`src/rtl/cdm16_int_ctrl.sv`:
```
// Interrupt/exception controller for the cdm16 core: latches IRQ edges and core faults,
// arbitrates by fixed priority with nesting, and offers one registered exception at a time.
module cdm16_int_ctrl #(
    parameter int unsigned N_IRQ     = 8,
    parameter logic [15:0] VEC_BASE  = 16'h0000,
    parameter int unsigned IRQ_VEC0  = 16,
    parameter int unsigned FAULT_VEC = 4
) (
    input  logic             clk,
    input  logic             reset,
    input  logic [N_IRQ-1:0] irq,
    input  logic             fault,
    input  logic             int_en,
    input  logic             fetch,
    input  logic             int_ack,
    input  logic             rti,
    output logic             exc_triggered,
    output logic             virtual_instruction,
    output logic [15:0]      vector_addr,
    output logic [N_IRQ-1:0] pending,
    output logic [N_IRQ-1:0] in_service
);
    localparam int unsigned IDX_W = (N_IRQ > 1) ? $clog2(N_IRQ) : 1;

    typedef enum logic {IDLE, OFFER} state_t;

    state_t           state;
    logic [N_IRQ-1:0] irq_q;
    logic             fault_pend;
    logic             sel_fault;
    logic [IDX_W-1:0] sel_idx;

    logic [N_IRQ-1:0] irq_edge;
    logic [N_IRQ-1:0] rti_clr;
    logic [N_IRQ-1:0] is_after_rti;
    logic [N_IRQ-1:0] sel_mask;
    logic             blocked;
    logic             elig_valid;
    logic [IDX_W-1:0] elig_idx;
    logic             ack_irq;
    logic             ack_fault;
    logic [15:0]      nxt_vec;
    logic [15:0]      nxt_addr;

    always_comb begin
        irq_edge   = irq & ~irq_q;
        rti_clr    = '0;
        blocked    = 1'b0;
        elig_valid = 1'b0;
        elig_idx   = '0;
        // Lowest in-service level blocks itself and everything above it.
        for (int unsigned i = 0; i < N_IRQ; i++) begin
            if (!blocked && in_service[i]) begin
                blocked    = 1'b1;
                rti_clr[i] = 1'b1;
            end
            if (!blocked && !elig_valid && pending[i]) begin
                elig_valid = 1'b1;
                elig_idx   = IDX_W'(i);
            end
        end
        is_after_rti = rti ? (in_service & ~rti_clr) : in_service;
        sel_mask     = N_IRQ'(1) << sel_idx;
        ack_irq      = (state == OFFER) && int_ack && !sel_fault;
        ack_fault    = (state == OFFER) && int_ack && sel_fault;
        nxt_vec      = fault_pend ? 16'(FAULT_VEC) : 16'(IRQ_VEC0) + 16'(elig_idx);
        nxt_addr     = VEC_BASE + (nxt_vec << 2);
    end

    always_ff @(posedge clk) begin
        if (!reset) begin
            state               <= IDLE;
            irq_q               <= irq;
            pending             <= '0;
            in_service          <= '0;
            fault_pend          <= 1'b0;
            sel_fault           <= 1'b0;
            sel_idx             <= '0;
            exc_triggered       <= 1'b0;
            virtual_instruction <= 1'b0;
            vector_addr         <= '0;
        end else begin
            irq_q      <= irq;
            fault_pend <= fault | (fault_pend & ~ack_fault);
            // New edges win over the ack clear; rti clear is applied before the ack set.
            if (ack_irq) begin
                pending    <= (pending & ~sel_mask) | irq_edge;
                in_service <= is_after_rti | sel_mask;
            end else begin
                pending    <= pending | irq_edge;
                in_service <= is_after_rti;
            end

            case (state)
                IDLE: begin
                    if (fetch && (fault_pend || (int_en && elig_valid))) begin
                        state               <= OFFER;
                        sel_fault           <= fault_pend;
                        sel_idx             <= elig_idx;
                        exc_triggered       <= 1'b1;
                        virtual_instruction <= ~fault_pend;
                        vector_addr         <= nxt_addr;
                    end
                end
                OFFER: begin
                    if (int_ack || (!sel_fault && !int_en)) begin
                        state               <= IDLE;
                        exc_triggered       <= 1'b0;
                        virtual_instruction <= 1'b0;
                        vector_addr         <= '0;
                    end
                end
                default: state <= IDLE;
            endcase
        end
    end
endmodule
```
`config.mk`:
```
export PLATFORM = sky130hd
export DESIGN_NAME = cdm16_int_ctrl
export DESIGN_NICKNAME = d
export VERILOG_FILES = /design/src/rtl/cdm16_int_ctrl.sv
export SDC_FILE = /design/constraint.sdc
export NUM_CORES = 1
export LEC_CHECK = 0
export BUFFER_PORTS_ARGS = -buffer_cell sky130_fd_sc_hd__buf_2
export CAP_MARGIN = 30
export CORE_MARGIN = 2
export CORE_UTILIZATION = 54
export CTS_CLUSTER_SIZE = 25
export DETAILED_ROUTE_END_ITERATION = 7
export MAX_ROUTING_LAYER = met4
export PLACE_DENSITY_LB_ADDON = 0.12
export SETUP_SLACK_MARGIN = 0.3
export SYNTH_ARGS = -nofsm -noshare
export SYNTH_HDL_FRONTEND = slang
export SYNTH_SLANG_ARGS = --single-unit
```
`constraint.sdc`:
```
create_clock -name clk -period 2.8 [get_ports clk]
set_clock_uncertainty 0.1 [all_clocks]
set_input_delay 0.56 -clock clk [delete_from_list [all_inputs] [get_ports clk]]
set_output_delay 0.56 -clock clk [all_outputs]
set_load 0.005 [all_outputs]
```
==> impl_results.md, run 1 <==
* Final Cycle Share at approximately 70%
* DRT iter0 DRCs at 37
* CTS H-tree lvls at 2
* CP Class: flop to flop
* Vias in the first global route at 1,244
* Layout cell share with drive strength beyond 1 at 24.88%
* CP Buf/Inv Count at 0
* Num rows at 19
* Vias per cell at approximately 5.3
* Final Hold Viols at 0
* Synth warn at 0
* Worst hold path class: primary input to flop
* CP Max Fanout at 12
* Per-cell routed wire length at roughly 13 um
* Clock-pin slew on the worst setup and hold paths at around 0.1 ns
* CTS tree: built
* Final max-slew violation count at 0
* Synth unique cells at 38
* Total CTS buffers at 5
* CP max stage delay at 0.50 ns
* Grt ovf at 0
* Post-CTS Setup Bufs at 0
* Clock Path Buffers at 2
* Synth Instances at about 180
* Yosys reg bits at 35
* Most common cell after layout, fill and taps aside: buf_2
* First-pass GRT wire length at ~5.6 mm
* Boundary Pins at 49
* CP cell instances: nor2_4, a21oi_2, o311ai_4, o31ai_4, o21bai_4, o21ai_1
* Number of nets with antenna violations after routing at 0
* Final WL at 3.167 mm
* Req. time, crit path at about 3 ns
* Largest net degree at the start of global routing at 29
* Fin nets at 227
* Max IR drop VDD at approximately 0.0005 V
* ANT cells at 0
* Number of max-cap violations at 0
* Post-CTS Resized at 0
* P_leak at 0.0007927 uW
* Most frequent cells in the layout: buf_2 (36), dfxtp_1 (35), nand2_1 (25)
* Die area at 3400 um^2
* Die Width at 58.31 um
* # fillers at approximately 260
* 1st-pass router iterations at 4
* Initial antenna violation count at 0
* Detailed-route via count at about 1,300
* FMAX at slightly above 500 MHz
* Slew @ Worst Pin at around 0.58 ns
* Final setup viols at 0
* RSZ-0062 raised after global routing: no
* Arrival time at the worst endpoint at about 2.1 ns
* Gr usage total at between 20 and 25%
* Core Region at around 2800 um^2
* Power Dens Cells at around 550 nW/um^2
* Area Growth Syn to Fin at 12.80%
* Placer Congestion at approximately 0.84
* CTS sink cnt at 35
* Slew headroom at 61.04%
* Outcome: completed
* Minimum clock period after layout at a little under 2 ns
* Port Buffer Count at 36
* Syn Area/Cell at around 9.0 um^2
* CP Capture Type: flop
* CTS root buf: clkbuf_4
* Worst-skew pair later-pin latency at about 0.33 ns
* Critical path's top delay family: compound AO/OA/AOI/OAI gates
* Sum of negative setup slack at 0 ns
* Setup crit start kind: flop
* Post-Syn Area at 1593 um^2
* Initial Util at 57.26%
* Post-synthesis sequential area ratio at 43.99%
* Register Area at between 700 and 800 um^2
* Die height at between 50 and 60 um
* Fin Hold WS at between 0.2 and 0.25 ns
* CP max-delay cell: o31ai_4
* DRC Markers at 0
* Multi-input gate area at between 700 and 800 um^2
* Hold-fix buffers, CTS at 0
* HPWL Detailed at approximately 2.4 mm
[registers in the layout, summed over array words and instances (netlist names)]
name,cells
exc_triggered,1
vector_addr,4
state,1
fault_pend,1
sel_fault,1
pending,8
irq_q,8
in_service,8
sel_idx,3
[path summary, 6_finish.rpt]
kind | start | endpoint | slack, ns | cells after the start
min | irq[4] | irq_q[4] | 0.23 | 1
min reg2reg | exc_triggered | exc_triggered | 0.37 | 2
max reg2reg | in_service[0] | vector_addr[2] | 0.83 | 6
max | in_service[0] | vector_addr[2] | 0.83 | 6
[cell usage after synthesis (all sizes together)]
| cell | count | area [um^2] |
|---|---|---|
| a211oi | 1 | 7.510 |
| a21boi | 12 | 90.09 |
| a21oi | 12 | 67.57 |
| and2 | 2 | 12.51 |
| and4bb | 1 | 12.51 |
| buf | 15 | 113.9 |
| clkbuf | 3 | 11.26 |
| conb | 1 | 3.750 |
| dfxtp | 35 | 700.7 |
| inv | 5 | 18.76 |
| mux2i | 1 | 10.01 |
| nand2 | 25 | 93.84 |
| nand3 | 3 | 15.01 |
| nand4 | 2 | 12.51 |
| nor2 | 6 | 30.03 |
| nor2b | 24 | 150.1 |
| nor3 | 4 | 25.02 |
| nor3b | 2 | 15.01 |
| nor4 | 1 | 6.260 |
| o211ai | 3 | 27.52 |
| o21a | 2 | 15.01 |
| o21ai | 6 | 30.02 |
| o21bai | 1 | 18.77 |
| o311a | 2 | 20.02 |
| o311ai | 1 | 26.28 |
| o31ai | 3 | 36.28 |
| o32a | 1 | 10.01 |
| or3 | 2 | 12.51 |
[kinds of logic (layout without fill, tap and decap cells)]
kind of cell | Yosys count | in the layout | synth area share, %
and+or+nand+nor | 72 | 72 | 24.19
DFF | 35 | 35 | 43.99
AOI/OAI and AO/OA | 44 | 44 | 21.92
buffers and inverters | 23 | 49 | 9.033
muxes | 1 | 1 | 0.6285
other | 1 | 12 | 0.2354
[per-stage QoR]
step / power [uW] / cells / area (um^2) / utilization (%) / setup slack [ns]
CTS: 996.3 / 244 / 1797 / 64.60 / 0.8242
floorplan: 667.2 / 187 / 1634 / - / 1.084
global placement: 692.4 / 236 / 1728 / 62.12 / 0.9734
global route: 1046 / 244 / 1797 / 64.60 / 0.6667
finish: 988.6 / 244 / 1797 / 64.60 / 0.8325
detailed placement: 697.1 / 236 / 1728 / 62.12 / 0.8541
[metal layers]
layer	vias to the layer above	part of all wire, %	track usage, %
met2	43	49	35.47
met4	0	1.3	7.309
met5	-	0	-
met3	6	6.3	7.253
met1	589	44	26.54
li1	651	-	-
[layout make-up]
cell class | instances | share of cell area, %
Clock buffer | 8 | 3.830
Inverter | 5 | 1.045
Multi-Input combinational cell | 129 | 43.94
Sequential cell | 35 | 39.00
Tap cell | 31 | 2.159
Timing Repair Buffer | 36 | 10.03
[power by group]
part / switching [uW] / internal [uW]
Clock: 155 / 148
Sequential: 23.8 / 524
Combinational: 73.3 / 64.9
Note: power is estimated with default switching activity, not from simulation.
==> run 2, diff against run 1 <==
--- a/config.mk
+++ b/config.mk
@@ -8,7 +8,7 @@
 export BUFFER_PORTS_ARGS = -buffer_cell sky130_fd_sc_hd__buf_2
 export CAP_MARGIN = 30
 export CORE_MARGIN = 2
-export CORE_UTILIZATION = 54
+export CORE_UTILIZATION = 45
 export CTS_CLUSTER_SIZE = 25
 export DETAILED_ROUTE_END_ITERATION = 7
 export MAX_ROUTING_LAYER = met4
==> constraint.sdc (replaced) <==
create_clock -name clk -period 1.7 [get_ports clk]
set_clock_uncertainty 0.1 [all_clocks]
set_input_delay 0.34 -clock clk [delete_from_list [all_inputs] [get_ports clk]]
set_output_delay 0.34 -clock clk [all_outputs]
set_load 0.005 [all_outputs]
==> run 2 against run 1 <==
- the flow now finishes with violations (setup timing)
- count of clock-buffer cells in the layout decreased by 1
- critical path depth shrank 1
- worst hold slack got worse by 0.22 ns
- flip-flop and latch count did not move
- register-to-register slack got worse by 0.94 ns
- utilization is 3.4 points higher
- largest cell class unchanged
- highest routed layer unchanged
==> impl_results.md, run 2 (synthesis results as in run 1) <==
* HPWL Detailed at 2.771 mm (+15%)
* Die height at 63.50 um (+8.9%)
* Total CTS buffers at 5 (unchanged)
* Grt ovf at 0 (unchanged)
* Post-Layout Inst Area at 2288 um^2 (+27%)
* Placement Cell Area at 1941 um^2 (+12%)
* Die area at 4032 um^2 (+19%)
* Final Cycle Share at 106.3% (+36 points)
* CTS sink cnt at 35 (unchanged)
* Placer Congestion at 0.8270 (-1.3%)
* DRC Markers at 0 (unchanged)
* P_leak at 0.001007 uW (+27%)
* CTS tree: built
* Core Region at 3363 um^2 (+21%)
* Arrival time at the worst endpoint at 1.97 ns (-0.12 ns)
* Die Width at 63.50 um (+8.9%)
* Final WL at 3.830 mm (+21%)
* CP Capture Type: flop
* Final max-slew violation count at 0 (unchanged)
* Largest net degree at the start of global routing at 21 (-28%)
* Failing checks: setup timing
* Outcome: complete, but fails checks
* Vias in the first global route at 1,396 (+12%)
* Port Buffer Count at 36 (unchanged)
* Detailed-route via count at 1,431 (+11%)
* CP Class: flop to flop
* CP cell instances: nor2_4, inv_2, or3_1, o32a_1, o31ai_4
* Layout cell share with drive strength beyond 1 at 42.74% (+18 points)
* Req. time, crit path at 1.86 ns (-1.07 ns)
* Max IR drop VDD at 0.0004646 V (-9.3%)
* Initial antenna violation count at 0 (unchanged)
* Final setup viols at 6 (+6)
* Critical path's top delay family: compound AO/OA/AOI/OAI gates
* Number of max-cap violations at 0 (unchanged)
* Final Hold Viols at 0 (unchanged)
* Most frequent cells in the layout: buf_2 (29), nand2_1 (23), nor2b_1 (22)
* Setup WS post-layout at -0.1070 ns (-0.9395 ns)
* Vias per cell at 4.867 (-7.9%)
* Clock-pin slew on the worst setup and hold paths at 0.11 ns (about the same)
* Num rows at 21 (+2)
* Most common cell after layout, fill and taps aside: buf_2
* Total power at 1827 uW (+85%)
* Per-cell routed wire length at 13.03 um (+0.37%)
* CP Max Fanout at 4 (-8)
* Worst-skew pair later-pin latency at 0.35 ns (+0.02 ns)
* Fin Hold WS at 0.01148 ns (-0.2197 ns)
* Gr usage total at 20.65% (-1.6 points)
* RSZ-0062 raised after global routing: yes
* Boundary Pins at 49 (unchanged)
* Power Dens Cells at 798.2 nW/um^2 (+45%)
* Initial Util at 47.36% (-9.9 points)
* # fillers at 296 (+14%)
* CP max-delay cell: dfxtp_4
* CTS root buf: clkbuf_4
* CP max stage delay at 0.38 ns (-0.12 ns)
* DP Worst Slack at -0.03594 ns (-0.8900 ns)
* Number of nets with antenna violations after routing at 0 (unchanged)
* Regs by FF count: in_service (8), irq_q (8), pending (8)
* 1st-pass router iterations at 4 (unchanged)
* Setup crit start kind: flop
* DRT iter0 DRCs at 55 (+49%)
* Area Growth Syn to Fin at 43.68%
* Clock Path Buffers at 2 (unchanged)
* Minimum clock period after layout at 1.807 ns (-0.1605 ns)
* CP Buf/Inv Count at 1 (+1)
* Worst hold path class: primary input to flop
* FMAX at 553.4 MHz (+8.9%)
* Fin nets at 262 (+15%)
* First-pass GRT wire length at 6.279 mm (+13%)
* ANT cells at 0 (unchanged)
* CTS H-tree lvls at 2 (unchanged)
==> run 2: final cells by class <==
cell class | count | area [um^2] | area share [%]
multi-input combinational | 129 | 863.3 | 37.73
sequential | 35 | 735.7 | 32.15
timing repair buffer | 71 | 538.0 | 23.51
tap | 46 | 57.56 | 2.515
clock buffer | 7 | 45.04 | 1.968
clock inverter | 1 | 30.03 | 1.312
inverter | 5 | 18.77 | 0.8201
==> run 2: what timing repair did <==
item / 4_1_cts / 5_1_grt
hold endpoints to repair: 7 / 0
buffers inserted: 4 / 2
pin swaps: 2 / 11
hold buffers: 7 / 0
endpoints found under the setup margin: 16 / 29
gates resized for setup: 19 / 30
==> run 2: worst register-to-register path: stages (launching register included) <==
cell and delay [ns]:
dfxtp_4 0.38, nor2_4 0.19, inv_2 0.09, or3_1 0.35
o32a_1 0.35, o31ai_4 0.26
==> run 2: final timing paths <==
check | slack (ns) | cells after the start | to | startpoint
worst max register to register | -0.11 | 5 | vector_addr[3] | in_service[1]
worst min register to register | 0.37 | 2 | exc_triggered | exc_triggered
worst max-delay path | -0.11 | 5 | vector_addr[3] | in_service[1]
worst min-delay path | 0.01 | 1 | irq_q[7] | irq[7]
==> run 2: routing by layer <==
metal  share of wire (%)  up-vias  global-route usage (%)
li1                    -      725                       -
met1                  46      652                   25.06
met2                  46       47                   32.37
met3                 6.3        7                   6.607
met4                 1.6        0                   7.065
met5                   0        -                       -
==> run 2: where the power goes <==
part           total (uW)  internal (uW)  switching [uW]
Clock                 588            312             277
Sequential            893            857            35.9
Combinational         345            189             156
==> run 2: through the flow <==
stage / setup TNS, ns / cells / util, %
final: -0.4405 / 294 / 68.04
after global placement: -0.007927 / 273 / 57.70
after CTS: -0.2528 / 292 / 64.81
after floorplan: 0 / 187 / -
after global routing: -0.9424 / 294 / 68.04
after detailed placement: -0.06671 / 273 / 57.70
